File: src/rtl/instruction_loader.sv
// Debug-UART program loader: assembles bytes into instruction words,
// writes them to instruction memory and gates the fetch halt line.
module instruction_loader #(
   parameter int ADDR_WIDTH = 32,
   parameter int MAX_WORDS  = 64
) (
   input  logic                  i_clk,
   input  logic                  i_reset,
   input  logic [7:0]            i_rx_data,
   input  logic                  i_rx_valid,
   output logic                  o_rx_ready,
   input  logic                  i_program_end,
   output logic                  o_halt,
   output logic                  o_write_instruction,
   output logic [31:0]           o_instruction,
   output logic [ADDR_WIDTH-1:0] o_address,
   output logic                  o_busy,
   output logic                  o_error
);

   typedef enum logic [2:0] {
      S_IDLE,
      S_RX_COUNT,
      S_RX_WORD,
      S_WRITE,
      S_RUN,
      S_STEP
   } state_t;

   localparam logic [7:0] C_LOAD = 8'h01;
   localparam logic [7:0] C_RUN  = 8'h02;
   localparam logic [7:0] C_STEP = 8'h03;
   localparam logic [7:0] C_STOP = 8'h04;
   // Word counts travel as one byte, so the limit is held in 8 bits.
   localparam logic [7:0] C_MAXN = 8'(MAX_WORDS);

   state_t                r_state;
   state_t                w_next;
   logic [31:0]           r_instr;
   logic [ADDR_WIDTH-1:0] r_addr;
   logic [7:0]            r_count;
   logic [7:0]            r_words;
   logic [1:0]            r_bytes;
   logic                  r_error;
   logic                  w_error;
   logic                  w_accept;
   logic [7:0]            w_words_inc;

   assign o_rx_ready = (r_state == S_IDLE)     ||
                       (r_state == S_RX_COUNT) ||
                       (r_state == S_RX_WORD)  ||
                       (r_state == S_RUN);
   assign w_accept      = i_rx_valid && o_rx_ready;
   assign w_words_inc   = r_words + 8'd1;
   assign o_instruction = r_instr;
   assign o_address     = r_addr;
   assign o_error       = r_error;
   assign o_busy        = (r_state != S_IDLE);

   always_ff @(posedge i_clk or negedge i_reset) begin
      if (!i_reset) begin
         r_state <= S_IDLE;
      end else begin
         r_state <= w_next;
      end
   end

   always_comb begin
      w_next              = r_state;
      w_error             = 1'b0;
      o_halt              = 1'b1;
      o_write_instruction = 1'b0;
      unique case (r_state)
         S_IDLE: begin
            if (w_accept) begin
               if (i_rx_data == C_LOAD) begin
                  w_next = S_RX_COUNT;
               end else if (i_rx_data == C_RUN) begin
                  w_next = S_RUN;
               end else if (i_rx_data == C_STEP) begin
                  w_next = S_STEP;
               end else begin
                  w_error = 1'b1;
               end
            end
         end
         S_RX_COUNT: begin
            if (w_accept) begin
               if (i_rx_data == 8'd0 || i_rx_data > C_MAXN) begin
                  w_error = 1'b1;
                  w_next  = S_IDLE;
               end else begin
                  w_next = S_RX_WORD;
               end
            end
         end
         S_RX_WORD: begin
            if (w_accept && r_bytes == 2'd3) begin
               w_next = S_WRITE;
            end
         end
         S_WRITE: begin
            o_write_instruction = 1'b1;
            w_next = (w_words_inc == r_count) ? S_IDLE : S_RX_WORD;
         end
         S_RUN: begin
            o_halt = 1'b0;
            if (w_accept && i_rx_data != C_STOP) begin
               w_error = 1'b1;
            end
            // Program end wins; a STOP on the same edge is then harmless.
            if (i_program_end || (w_accept && i_rx_data == C_STOP)) begin
               w_next = S_IDLE;
            end
         end
         S_STEP: begin
            o_halt = 1'b0;
            w_next = S_IDLE;
         end
         default: begin
            w_next = S_IDLE;
         end
      endcase
   end

   always_ff @(posedge i_clk or negedge i_reset) begin
      if (!i_reset) begin
         r_instr <= '0;
         r_addr  <= '0;
         r_count <= '0;
         r_words <= '0;
         r_bytes <= '0;
         r_error <= 1'b0;
      end else begin
         r_error <= w_error;
         if (r_state == S_RX_COUNT && w_accept && w_next == S_RX_WORD) begin
            r_count <= i_rx_data;
            r_addr  <= '0;
            r_words <= '0;
            r_bytes <= '0;
         end
         if (r_state == S_RX_WORD && w_accept) begin
            r_instr <= {r_instr[23:0], i_rx_data};
            r_bytes <= r_bytes + 2'd1;
         end
         if (r_state == S_WRITE) begin
            r_addr  <= r_addr + ADDR_WIDTH'(4);
            r_words <= w_words_inc;
         end
      end
   end

endmodule

File: config.mk
export PLATFORM = sky130hd
export DESIGN_NAME = instruction_loader
export DESIGN_NICKNAME = d
export VERILOG_FILES = /design/src/rtl/instruction_loader.sv
export SDC_FILE = /design/constraint.sdc
export NUM_CORES = 1
export LEC_CHECK = 0
export BUFFER_PORTS_ARGS = -buffer_cell sky130_fd_sc_hd__buf_2
export CAP_MARGIN = 20
export CORE_MARGIN = 2
export CORE_UTILIZATION = 45
export CTS_CLUSTER_DIAMETER = 80
export DETAILED_ROUTE_END_ITERATION = 10
export GPL_ROUTABILITY_DRIVEN = 0
export PLACE_DENSITY = 0.69
export SETUP_SLACK_MARGIN = 0.2
export SKIP_LAST_GASP = 1
export SLEW_MARGIN = 25
export SYNTH_ARGS = -nofsm -noshare
export SYNTH_HDL_FRONTEND = slang
export SYNTH_SLANG_ARGS = --single-unit
export TNS_END_PERCENT = 5
File: constraint.sdc
create_clock -name i_clk -period 2.1 [get_ports i_clk]
set_clock_uncertainty 0.15 [all_clocks]
set_input_delay 0 -clock i_clk [delete_from_list [all_inputs] [get_ports i_clk]]
set_output_delay 0 -clock i_clk [all_outputs]
set_load 0.01 [all_outputs]
==> results.txt <==
Share of layout cells above drive strength 1: 39.59%
Multi-input gate area: 0.002013 mm²
Worst EP required: 2.19 ns
Antenna-violating nets left: 0
Type of origin of the critical path: flip-flop
Top cell type's share of synthesized area: 50.42%
Critical Path Sink Type: flip-flop
First-pass GRT wire length: 16260 µm
P&R area growth vs syn: 31.12%
Final wirelength: 10150 µm
Clock root cell: clkbuf_8
Power, Total: 4.136 mW
Hold Vio Cnt, Final: 0
Initial DRC Count: 233
Ys flop type: dfrtp_1
Run status: finished, final reports clean
Cells after synthesis: 400
Worst Max-Slew Pin Slew: 0.5633 ns
VDD IR-drop max: 0.5236 mV
Critical setup path kind: reg2reg
Placeable Area: 0.009109 mm²
Clock sinks: 84
Worst Path Arrival: 2.00 ns
Post-route DRC: 0
# rows: 35
Cell accounting for the most synthesized area: dfrtp_1
Initial Utilization: 45.77%
Yosys warns: 0
Max-cap violation count: 0
Tot GR Track Use: 19.92%
Via count: 3632
Fin util: 60.01%
FF/Latch Area: 0.002113 mm²
Syn avg cell area: 10.42 µm²
Slew headroom: 62.16%
Max Slew Vio Count: 0
Async set-or-reset flop fraction in the synthesized netlist: 100.0%
WL/cell: 15.76 µm
CTS tree: yes
Pre-antenna DRT Iters: 4
Total congestion overflow: 0
Max Freq: 522.1 MHz
Post-detail-place hpwl: 6313 µm
Die Y: 100.3 µm
Pwr per Cell Area: 756.5 mW/mm²
Vias in the first global route: 3447
Number of port buffers: 78
H-tree depth: 3
Worst Hold Class: in2async
Worst slack at placement: -0.003029 ns
Initial antenna violation count: 0
Total CTS buffers: 9
Register area share after synthesis: 50.42%
Top Ports: 81
Seq cells post-synth: 84
Netlist cell types: 56
Setup violators final: 0
Largest net degree at the start of global routing: 47
Post-synth EDFFs: 0
Minimum clock period: 1.915 ns
Fillers: 764
Pleak: 2.560 nW
Tcrit/Tclk final: 91.21%
Final hold slack: 0.008813 ns
RSZ-0062 raised after global routing: yes
Clock Path Buffers: 2
Synth top area cells: dfrtp_1, mux2_2, o21ai_0
Die area: 0.01005 mm²
Cell Area, Synth: 0.004169 mm²
Skew-Pair Late Insertion Delay: 0.36 ns
Final nets: 543
Final worst slack: 0.1847 ns
CP max FO: 9
Worst-path clk slew: 0.09 ns
Die width: 100.3 µm
ANT cells: 0
Detail-routed via count per cell: 5.640
-- synthesized netlist by cell type (all sizes together) (3+ instances only) --
cell    number
a21oi       15
nand2b       3
a31oi       12
and2         3
xnor2       10
mux2        38
ha           3
or3          3
nor2b        6
dfrtp       84
o22ai        3
nor2        19
o21ai       47
clkbuf      10
nand4       12
nand3       22
buf         13
xor2         5
nand2       29
nor4         3
or4          4
inv          9
nor3         8
and3         9
o211ai       5
-- where the power goes --
group / internal [mW] / leakage (nW) / switching (mW) / total, mW
combinational: 0.493 / 1.49 / 0.549 / 1.04
sequential: 1.75 / 0.967 / 0.128 / 1.88
clock: 0.571 / 0.104 / 0.639 / 1.21
total: 2.82 / 2.56 / 1.32 / 4.14
-- worst paths after layout --
path                                            from                           end  slack, ns  cells past startpoint
setup / recovery                r_state[1]$_DFF_PN0_        r_count[3]$_DFFE_PN0P_       0.18                      5
hold / removal                               i_reset      o_address[7]$_DFFE_PN0P_      0.009                      2
setup reg to reg                r_state[1]$_DFF_PN0_        r_count[3]$_DFFE_PN0P_       0.18                      5
hold reg to reg            o_address[22]$_DFFE_PN0P_     o_address[22]$_DFFE_PN0P_       0.36                      1
max in group asynchronous                    i_reset  o_instruction[0]$_DFFE_PN0P_       1.16                      3
min in group i_clk                      i_rx_data[2]          r_state[0]$_DFF_PN0_       0.04                      6
-- sequential cells by signal (all words and copies together), names as in the netlist --
| signal | flops |
|---|---|
| o_address | 30 |
| o_error | 1 |
| o_instruction | 32 |
| r_bytes | 2 |
| r_count | 8 |
| r_state | 3 |
| r_words | 8 |
-- cells in the final DEF (no fill, tap or decap), types with 4 or more instances in the layout --
master / n
xor2_1: 5
clkbuf_8: 9
a21oi_1: 15
buf_12: 4
nand2_1: 28
dfrtp_1: 75
xnor2_1: 10
inv_1: 8
nand4_1: 11
nor2_1: 19
a31oi_1: 12
o21ai_0: 35
dfrtp_2: 9
dlygate4sd3_1: 11
buf_2: 77
o211ai_1: 5
o21ai_1: 12
or4_1: 4
nor3_4: 4
buf_4: 43
nor2b_1: 5
and3_1: 9
nand3_1: 20
mux2_2: 38
-- critical path, stage by stage, from the launching register on --
cell and delay (ns):
dfrtp_1 0.42, nand4bb_4 0.23, and4b_2 0.32, or2_1 0.17, buf_6 0.16, mux2_2 0.34
-- cell type report --
| class | instances | share of cell area [%] |
|---|---|---|
| clock buffers | 9 | 2.266 |
| clock inverters | 7 | 1.511 |
| inverters | 9 | 0.6180 |
| multi-input cells | 285 | 36.83 |
| flip-flops and latches | 84 | 38.66 |
| well taps | 111 | 2.541 |
| repair buffers | 139 | 17.58 |
-- metal layers --
| metal | global-route usage (%) | vias to the layer above | wire, µm |
|---|---|---|---|
| met2 | 32.99 | 108 | 5132 |
| met5 | 0 | - | 0 |
| met4 | 5.690 | 0 | 143 |
| met3 | 4.735 | 14 | 492 |
| met1 | 26.16 | 1804 | 4378 |
| li1 | - | 1706 | - |
-- through the flow --
stage	instances	setup TNS, ns	area [µm²]
5_1_grt	644	0	5466
4_1_cts	625	0	5251
3_5_place_dp	591	-0.003029	4831
3_3_place_gp	591	0	4831
2_1_floorplan	401	0	4190
6_report	644	0	5466
-- repair_timing --
item,in CTS,in global routing
hold endpoints to repair,102,0
setup endpoints to repair,39,74
gates cloned,0,1
pin swaps,4,8
setup buffers,7,18
resized for setup,9,21
hold buffers,11,0
-- cells by family after synthesis --
kind of cell             after synthesis  synth area share [%]
AND/OR/NAND/NOR                      132                 18.55
other                                  1               0.08995
flip-flops                            84                 50.42
XOR/XNOR                              15                 3.151
multiplexers                          38                 10.26
adder cells (fa/ha/maj)                3                0.9005
AO/OA/AOI/OAI                         95                 13.30
buffers and inverters                 32                 3.331
No activity file was read; power rests on OpenSTA's default activity.
